[src/rtl/serial_add_seq.sv]
// serial_add_seq: bit-serial sequencer around an external 1-bit full-adder cell.
// Two WIDTH-bit operands are accepted over a valid/ready handshake and streamed
// LSB-first into the cell, one bit pair per cycle. The running carry is held
// in carry_q, and the sum bits are assembled in res_sh. The parallel result and
// the final carry are then offered over a second valid/ready handshake.
// Optional feature: define SERIAL_SUB_EN to add the op_sub port (A-B mode).
module serial_add_seq #(
   parameter int WIDTH = 8
) (
   input  logic             clk,
   input  logic             rst,
   input  logic             in_valid,
   output logic             in_ready,
   input  logic [WIDTH-1:0] op_a,
   input  logic [WIDTH-1:0] op_b,
   input  logic             cin_init,
`ifdef SERIAL_SUB_EN
   input  logic             op_sub,
`endif
   output logic             fa_a,
   output logic             fa_b,
   output logic             fa_cin,
   input  logic             fa_sum,
   input  logic             fa_cout,
   output logic             out_valid,
   input  logic             out_ready,
   output logic [WIDTH-1:0] result,
   output logic             carry_out,
   output logic             busy
);

   localparam int CNT_W = (WIDTH > 1) ? $clog2(WIDTH) : 1;
   localparam logic [CNT_W-1:0] CNT_LAST = CNT_W'(WIDTH - 1);

   typedef enum logic [1:0] {
      ST_IDLE  = 2'd0,
      ST_SHIFT = 2'd1,
      ST_DONE  = 2'd2
   } state_t;

   state_t           state_reg;
   state_t           state_next;

   logic [WIDTH-1:0] a_sh;
   logic [WIDTH-1:0] b_sh;
   logic [WIDTH-1:0] res_sh;
   logic             carry_q;
   logic [CNT_W-1:0] cnt;

   logic [WIDTH-1:0] result_reg;
   logic             carry_out_reg;

   logic [WIDTH-1:0] a_sh_next;
   logic [WIDTH-1:0] b_sh_next;
   logic [WIDTH-1:0] res_sh_next;

   logic             accept;
   logic             last_bit;
   logic             b_invert;
   logic             carry_start;

`ifdef SERIAL_SUB_EN
   // Subtract mode latched at accept time so later op_sub changes are ignored.
   logic sub_q;

   // A-B is done as A + ~B + 1: invert the B stream and force the initial carry.
   assign b_invert    = sub_q;
   assign carry_start = op_sub ? 1'b1 : cin_init;
`else
   assign b_invert    = 1'b0;
   assign carry_start = cin_init;
`endif

   // Handshake and status outputs are pure decodes of the state.
   assign in_ready  = (state_reg == ST_IDLE) & ~rst;
   assign out_valid = (state_reg == ST_DONE);
   assign busy      = (state_reg == ST_SHIFT);
   assign result    = result_reg;
   assign carry_out = carry_out_reg;

   assign accept   = in_valid & in_ready;
   assign last_bit = (state_reg == ST_SHIFT) && (cnt == CNT_LAST);

   // Next values of the shift registers. Operands shift right with zero fill.
   // Sum bits enter at the MSB, so after WIDTH shifts bit 0 holds the first sum bit.
   genvar gi;
   generate
      for (gi = 0; gi < WIDTH - 1; gi++) begin : g_shift
         assign a_sh_next[gi]   = a_sh[gi+1];
         assign b_sh_next[gi]   = b_sh[gi+1];
         assign res_sh_next[gi] = res_sh[gi+1];
      end
   endgenerate
   assign a_sh_next[WIDTH-1]   = 1'b0;
   assign b_sh_next[WIDTH-1]   = 1'b0;
   assign res_sh_next[WIDTH-1] = fa_sum;

   // State register.
   always_ff @(posedge clk) begin
      if (rst) begin
         state_reg <= ST_IDLE;
      end else begin
         state_reg <= state_next;
      end
   end

   // Next-state logic: IDLE -> SHIFT on accept, SHIFT -> DONE after WIDTH bits,
   // DONE -> IDLE when the consumer takes the result.
   always_comb begin
      state_next = state_reg;
      case (state_reg)
         ST_IDLE: begin
            if (accept) begin
               state_next = ST_SHIFT;
            end
         end
         ST_SHIFT: begin
            if (cnt == CNT_LAST) begin
               state_next = ST_DONE;
            end
         end
         ST_DONE: begin
            if (out_ready) begin
               state_next = ST_IDLE;
            end
         end
         default: state_next = ST_IDLE;
      endcase
   end

   // Drive the full-adder cell only while shifting; otherwise hold its inputs low.
   always_comb begin
      fa_a   = 1'b0;
      fa_b   = 1'b0;
      fa_cin = 1'b0;
      if (state_reg == ST_SHIFT) begin
         fa_a   = a_sh[0];
         fa_b   = b_sh[0] ^ b_invert;
         fa_cin = carry_q;
      end
   end

   // Operand capture and bit-serial datapath.
   always_ff @(posedge clk) begin
      if (rst) begin
         a_sh    <= '0;
         b_sh    <= '0;
         res_sh  <= '0;
         carry_q <= 1'b0;
         cnt     <= '0;
      end else begin
         if (accept) begin
            a_sh    <= op_a;
            b_sh    <= op_b;
            res_sh  <= '0;
            carry_q <= carry_start;
            cnt     <= '0;
         end else if (state_reg == ST_SHIFT) begin
            a_sh    <= a_sh_next;
            b_sh    <= b_sh_next;
            res_sh  <= res_sh_next;
            carry_q <= fa_cout;
            if (cnt == CNT_LAST) begin
               cnt <= '0;
            end else begin
               cnt <= cnt + 1'b1;
            end
         end
      end
   end

`ifdef SERIAL_SUB_EN
   // Operation select register, loaded together with the operands.
   always_ff @(posedge clk) begin
      if (rst) begin
         sub_q <= 1'b0;
      end else if (accept) begin
         sub_q <= op_sub;
      end
   end
`endif

   // Result holding register: loaded on the final shift edge, so the value seen
   // in DONE equals res_sh/carry_q and stays put through IDLE until the next DONE.
   always_ff @(posedge clk) begin
      if (rst) begin
         result_reg    <= '0;
         carry_out_reg <= 1'b0;
      end else if (last_bit) begin
         result_reg    <= res_sh_next;
         carry_out_reg <= fa_cout;
      end
   end

endmodule

[config.mk]
export PLATFORM = sky130hd
export DESIGN_NAME = serial_add_seq
export DESIGN_NICKNAME = d
export VERILOG_FILES = /design/src/rtl/serial_add_seq.sv
export SDC_FILE = /design/constraint.sdc
export NUM_CORES = 1
export LEC_CHECK = 0
export CORE_MARGIN = 2
export CORE_UTILIZATION = 55
export CTS_BUF_LIST = sky130_fd_sc_hd__clkbuf_2
export CTS_CLUSTER_DIAMETER = 120
export CTS_CLUSTER_SIZE = 10
export DETAILED_ROUTE_END_ITERATION = 7
export PLACE_DENSITY = 0.95
export RECOVER_POWER = 50
export REMOVE_ABC_BUFFERS = 1
export SLEW_MARGIN = 20
export SYNTH_ARGS = -nofsm -noshare
export SYNTH_HDL_FRONTEND = slang
export SYNTH_SLANG_ARGS = --single-unit
[constraint.sdc]
create_clock -name clk -period 3.4 [get_ports clk]
set_clock_uncertainty 0.2 [all_clocks]
set_input_delay 0.68 -clock clk [delete_from_list [all_inputs] [get_ports clk]]
set_output_delay 0.68 -clock clk [all_outputs]
set_load 0.03 [all_outputs]
Yosys cells after proc, flatten, opt, wreduce, memory -nomap -nowiden
Index checks and enable logic that the tools add are counted.
Cells by class
  divide/modulo/power cells: 0
  equal/unequal tests: 6
  bitwise operators: 3
  multiplexer cells: 14
  reductions and logical operators: 5
  shift-type cells: 0
  order comparisons: 0
  $mul: 0
  add/subtract/negate cells: 1
Operators with widths (count)
  2-to-1 mux 8 bit: 4
  2-to-1 mux 2 bit: 3
  case mux 2 bit (3 select lines): 1
  2-to-1 mux 1 bit: 5
  inequality test 2 x 1 -> 1 bit (second input constant): 2
  adder 3 x 1 -> 3 bit (second input constant): 1
  equality test 3 bit (second input constant): 1
  2-to-1 mux 3 bit: 1
  AND reduction 3 bit: 1
  bitwise AND 1 bit: 2
  equality test 2 x 1 -> 1 bit (second input constant): 1
  equality test 2 bit (second input constant): 1
  logical NOT 2 bit: 1
  inequality test 2 bit (second input constant): 1
  nonzero test 2 bit: 1
  OR reduction 2 bit: 1
  logical AND 1 bit: 1
  NOT 1 bit: 1
Word-level totals
  ROM bits: 0
  memories: 0
  memory bits (writable): 0
  bits in latches: 0
  output and inout port bits: 15
  register bits after elaboration: 39
  logic and storage cells: 37
  input bits: 23

Longest topological paths before layout
  depth in word-level cells: 5
  mapped depth: 8
  gate-level depth less buffers: 5

Worst setup path before layout
OpenSTA, ideal clock, no wires.
  kind: input to output
  start point: in rst
  end point: out in_ready
  path buffers: 1
  data required time: 2.520 ns
  stages on the path: 2
  setup slack: 0.996 ns
  data arrival time: 1.524 ns
  cell sequence: clkbuf_1 > nor3_1
Between the ends
  cells in the longest elaborated chain, start to end: 2
Ends and longest elaborated chain
  start, declared: line 11  | input logic rst,
  NOT 1 bit: line 75  | assign in_ready = (state_reg == ST_IDLE) & ~rst;
  bitwise AND 1 bit: line 75
  end, declared: line 13  | output logic in_ready,
Every way passes these cells.

Final worst setup path
  start point: reg state_reg[0]
  end point: out fa_b
Between the ends
  cells in the longest elaborated chain, start to end: 2
Ends and longest elaborated chain
  start, declared: line 41  | state_t state_reg;
  start signal, assigned: line 103  | state_reg <= state_next;
  equality test 2 x 1 -> 1 bit: line 136  | if (state_reg == ST_SHIFT) begin
  2-to-1 mux 1 bit: line 136
  end, declared: line 21  | output logic fa_b,
Every way passes these cells.

==> results_dict.tcl <==
set metrics [dict create \
    wl_um 3250 \
    final_cell_count_no_fill 260 \
    placeableCoreArea_mm2 0.00276 \
    ys_types 24 \
    initial_utilization_pct 57.7 \
    grt_max_degree 27 \
    first_global_vias 1272 \
    clock_tree.buffer_depth 2 \
    max-vdd-ir-drop_mv 0.374 \
    first_pass_iters 4 \
    path_max_fanout 22 \
    reg2reg_to "a_sh[6]$_SDFFE_PP0P_" \
    rsz_0062_raised_after_global_routing "no" \
    endpoint "fa_b" \
    antenna-diode-count 0 \
    grt-ovfl-total 0 \
    route.layer.met1.wl_um 1520 \
    synthesis.area_per_instance_um2 8.12 \
    post_synthesis_sequential_area_ratio_pct 47.8 \
    setup_tns_ns 0 \
    finalHoldViolations 0 \
    area.growth.synth_to_final_pct 23.9 \
    min-delay-path-class "flip-flop to flip-flop" \
    synthesis.area_mm2 0.00159 \
    grt_first_pass_wirelength_um 5550 \
    min_delay_path_depth 2 \
    setup_viol_count_final 0 \
    dieWidth_um 57.8 \
    std_cell_rows 19 \
    yosys_warnings 0 \
    routed-wl-met2_um 1540 \
    total_leakage_power_nw 0.706 \
    grt_antenna_before_repair 0 \
    relSlewSlack_pct 59.1 \
    postCtsSetupRepairBufs 0 \
    max_freq_mhz 324 \
    wire_per_inst_um 12.5 \
    top_level_ports 38 \
    cts_made_buffers 5 \
    drt-initial-drc-count 49 \
    sequential_standard_cell_area_um2 761 \
    cts_hold_repair.buffers 0 \
    max_slew.worst_pin.slew_ns 0.614 \
    die_area_mm2 0.00334 \
    ff2ff_setup_slack_ns 1.47 \
    crit_path_end_kind "output port" \
    dr_wl_met3_um 144 \
    min_period_over_period_pct 90.8 \
    clock-root-buffer "clkbuf_2" \
    cts.reportedPaths.clkPinSlew_ns 0.18 \
    r2r_cells 3 \
    grt_usage_pct 21.3 \
    drt.antenna.violating_nets 0 \
    synth-seq-cells 38 \
    critPathKind "flip-flop to output port" \
    cap_viol_max_count 0 \
    dr.max_layer_used "met4" \
    pwr_density_cell_mw_per_mm2 391 \
    layout_utilization_pct 71.5 \
    post_synth_inst_count 196 \
    critical_path.reg2reg.startpoint "state_reg[0]$_SDFFE_PP0P_" \
    fillers 199 \
    worstSetupStartpoint "state_reg[0]$_SDFFE_PP0P_" \
    viasPerCell 5.48 \
    dpl.cell_count 253 \
    final_period_minus_worst_setup_slack_ns 3.09 \
    cp-start-kind "flip-flop" \
    cts_tree "built" \
    cts-resized-gates 0 \
    cp_data_required_time_ns 2.52 \
    critPathArrivalTime_ns 2.21 \
    gp_routability_congestion 0.781 \
    slew_viol_final 0 \
    nNetsFinal 254 \
    drc 0 \
    numClockSinks 38 \
    drive_above_1_share_pct 6.55 \
    htree_levels 2 \
    run_status "finished clean" \
    num_vias 1426 \
    hpwl_um 2230 \
    port_buffers 37 \
    clkLatencyLatePin_ns 0.38 \
    die_height_um 57.8 \
    multiInputGateArea_um2 728 \
]
-- synthesized netlist by cell type (all sizes together) --
master	instances	area, um2
nand3b	1	7.51
buf	13	83.8
inv	2	7.50
ha	2	25.0
clkbuf	3	11.3
a21o	1	7.51
mux2i	2	20.0
nand2b	2	12.5
dfxtp	38	761
nor2	18	67.6
nor2b	1	6.26
nand2	45	169
nand3	11	55.1
nor4b	1	23.8
and2	3	18.8
a211oi	14	105
a311oi	1	15.0
nor3	2	10.0
or4b	1	10.0
a21oi	35	175
-- worst min-delay path by stage --
stage	from	endpoint	slack, ns
floorplan	carry_q$_SDFFE_PP0P_	carry_q$_SDFFE_PP0P_	0.23
global placement	carry_q$_SDFFE_PP0P_	carry_q$_SDFFE_PP0P_	0.24
finish	b_sh[2]$_SDFFE_PP0P_	b_sh[1]$_SDFFE_PP0P_	0.26
global route	carry_out$_SDFFE_PP0P_	carry_out$_SDFFE_PP0P_	0.28
detailed placement	res_sh[1]$_SDFFE_PP0P_	res_sh[1]$_SDFFE_PP0P_	0.25
CTS	res_sh[1]$_SDFFE_PP0P_	res_sh[1]$_SDFFE_PP0P_	0.27
-- logic make-up after synthesis --
kind of cell               after synthesis  share of synthesized area, %
and+or+nand+nor                         85                          23.9
AOI/OAI and AO/OA                       51                          19.0
DFF                                     38                          47.8
buffers and inverters                   18                          6.45
muxes                                    2                          1.26
adders and majority gates                2                          1.57
-- worst max-delay path, cell delays in order, from the launching register on --
cell and delay (ns):
dfxtp_1 0.55, nand2b_1 0.14, inv_2 0.30, and2_1 0.18
clkdlybuf4s50_1 0.66
-- through the flow --
step	hold WS (ns)	setup WS, ns	power (mW)	instance area [um2]
5_1_grt	0.284	0.141	0.806	1970
6_report	0.262	0.312	0.772	1970
3_5_place_dp	0.247	0.577	0.586	1940
2_1_floorplan	0.227	0.679	0.531	1500
3_3_place_gp	0.242	0.611	0.584	1940
4_1_cts	0.267	0.290	0.772	1980
-- cell usage in the layout (no fill, tap or decap) --
cell type | netlist | final
nor4b_4 | 1 | 1
nor2b_1 | 1 | 1
buf_4 | 0 | 5
nor3_1 | 2 | 2
inv_1 | 1 | 1
a21o_1 | 1 | 1
nand2b_1 | 2 | 2
ha_1 | 2 | 2
and2_1 | 3 | 3
dlygate4sd3_1 | 0 | 6
clkdlybuf4s50_1 | 0 | 30
clkbuf_2 | 0 | 7
inv_2 | 1 | 1
clkbuf_1 | 3 | 1
a311oi_2 | 1 | 1
nand3_1 | 11 | 11
a21oi_1 | 35 | 35
a211oi_1 | 14 | 14
nand3b_1 | 1 | 1
mux2i_1 | 2 | 2
or4b_1 | 1 | 1
nand2_1 | 45 | 45
dfxtp_1 | 38 | 38
nor2_1 | 18 | 18
-- cell type report --
cell class | count | area share, %
tap | 31 | 1.97
clock buffer | 7 | 1.78
inverter | 2 | 0.381
sequential | 38 | 38.6
multi-input combinational | 140 | 36.9
timing repair buffer | 42 | 20.4
-- metal layers --
layer / GRT usage (%) / up-vias
li1: - / 728
met1: 28.7 / 663
met2: 32.8 / 30
met3: 6.70 / 5
met4: 6.64 / 0
met5: 0 / -
-- report_power, final --
group,switching (mW),internal (mW)
sequential,0.00991,0.462
clock,0.142,0.0536
combinational,0.0545,0.0499
total,0.206,0.565
Note: power is estimated with default switching activity, not from simulation.
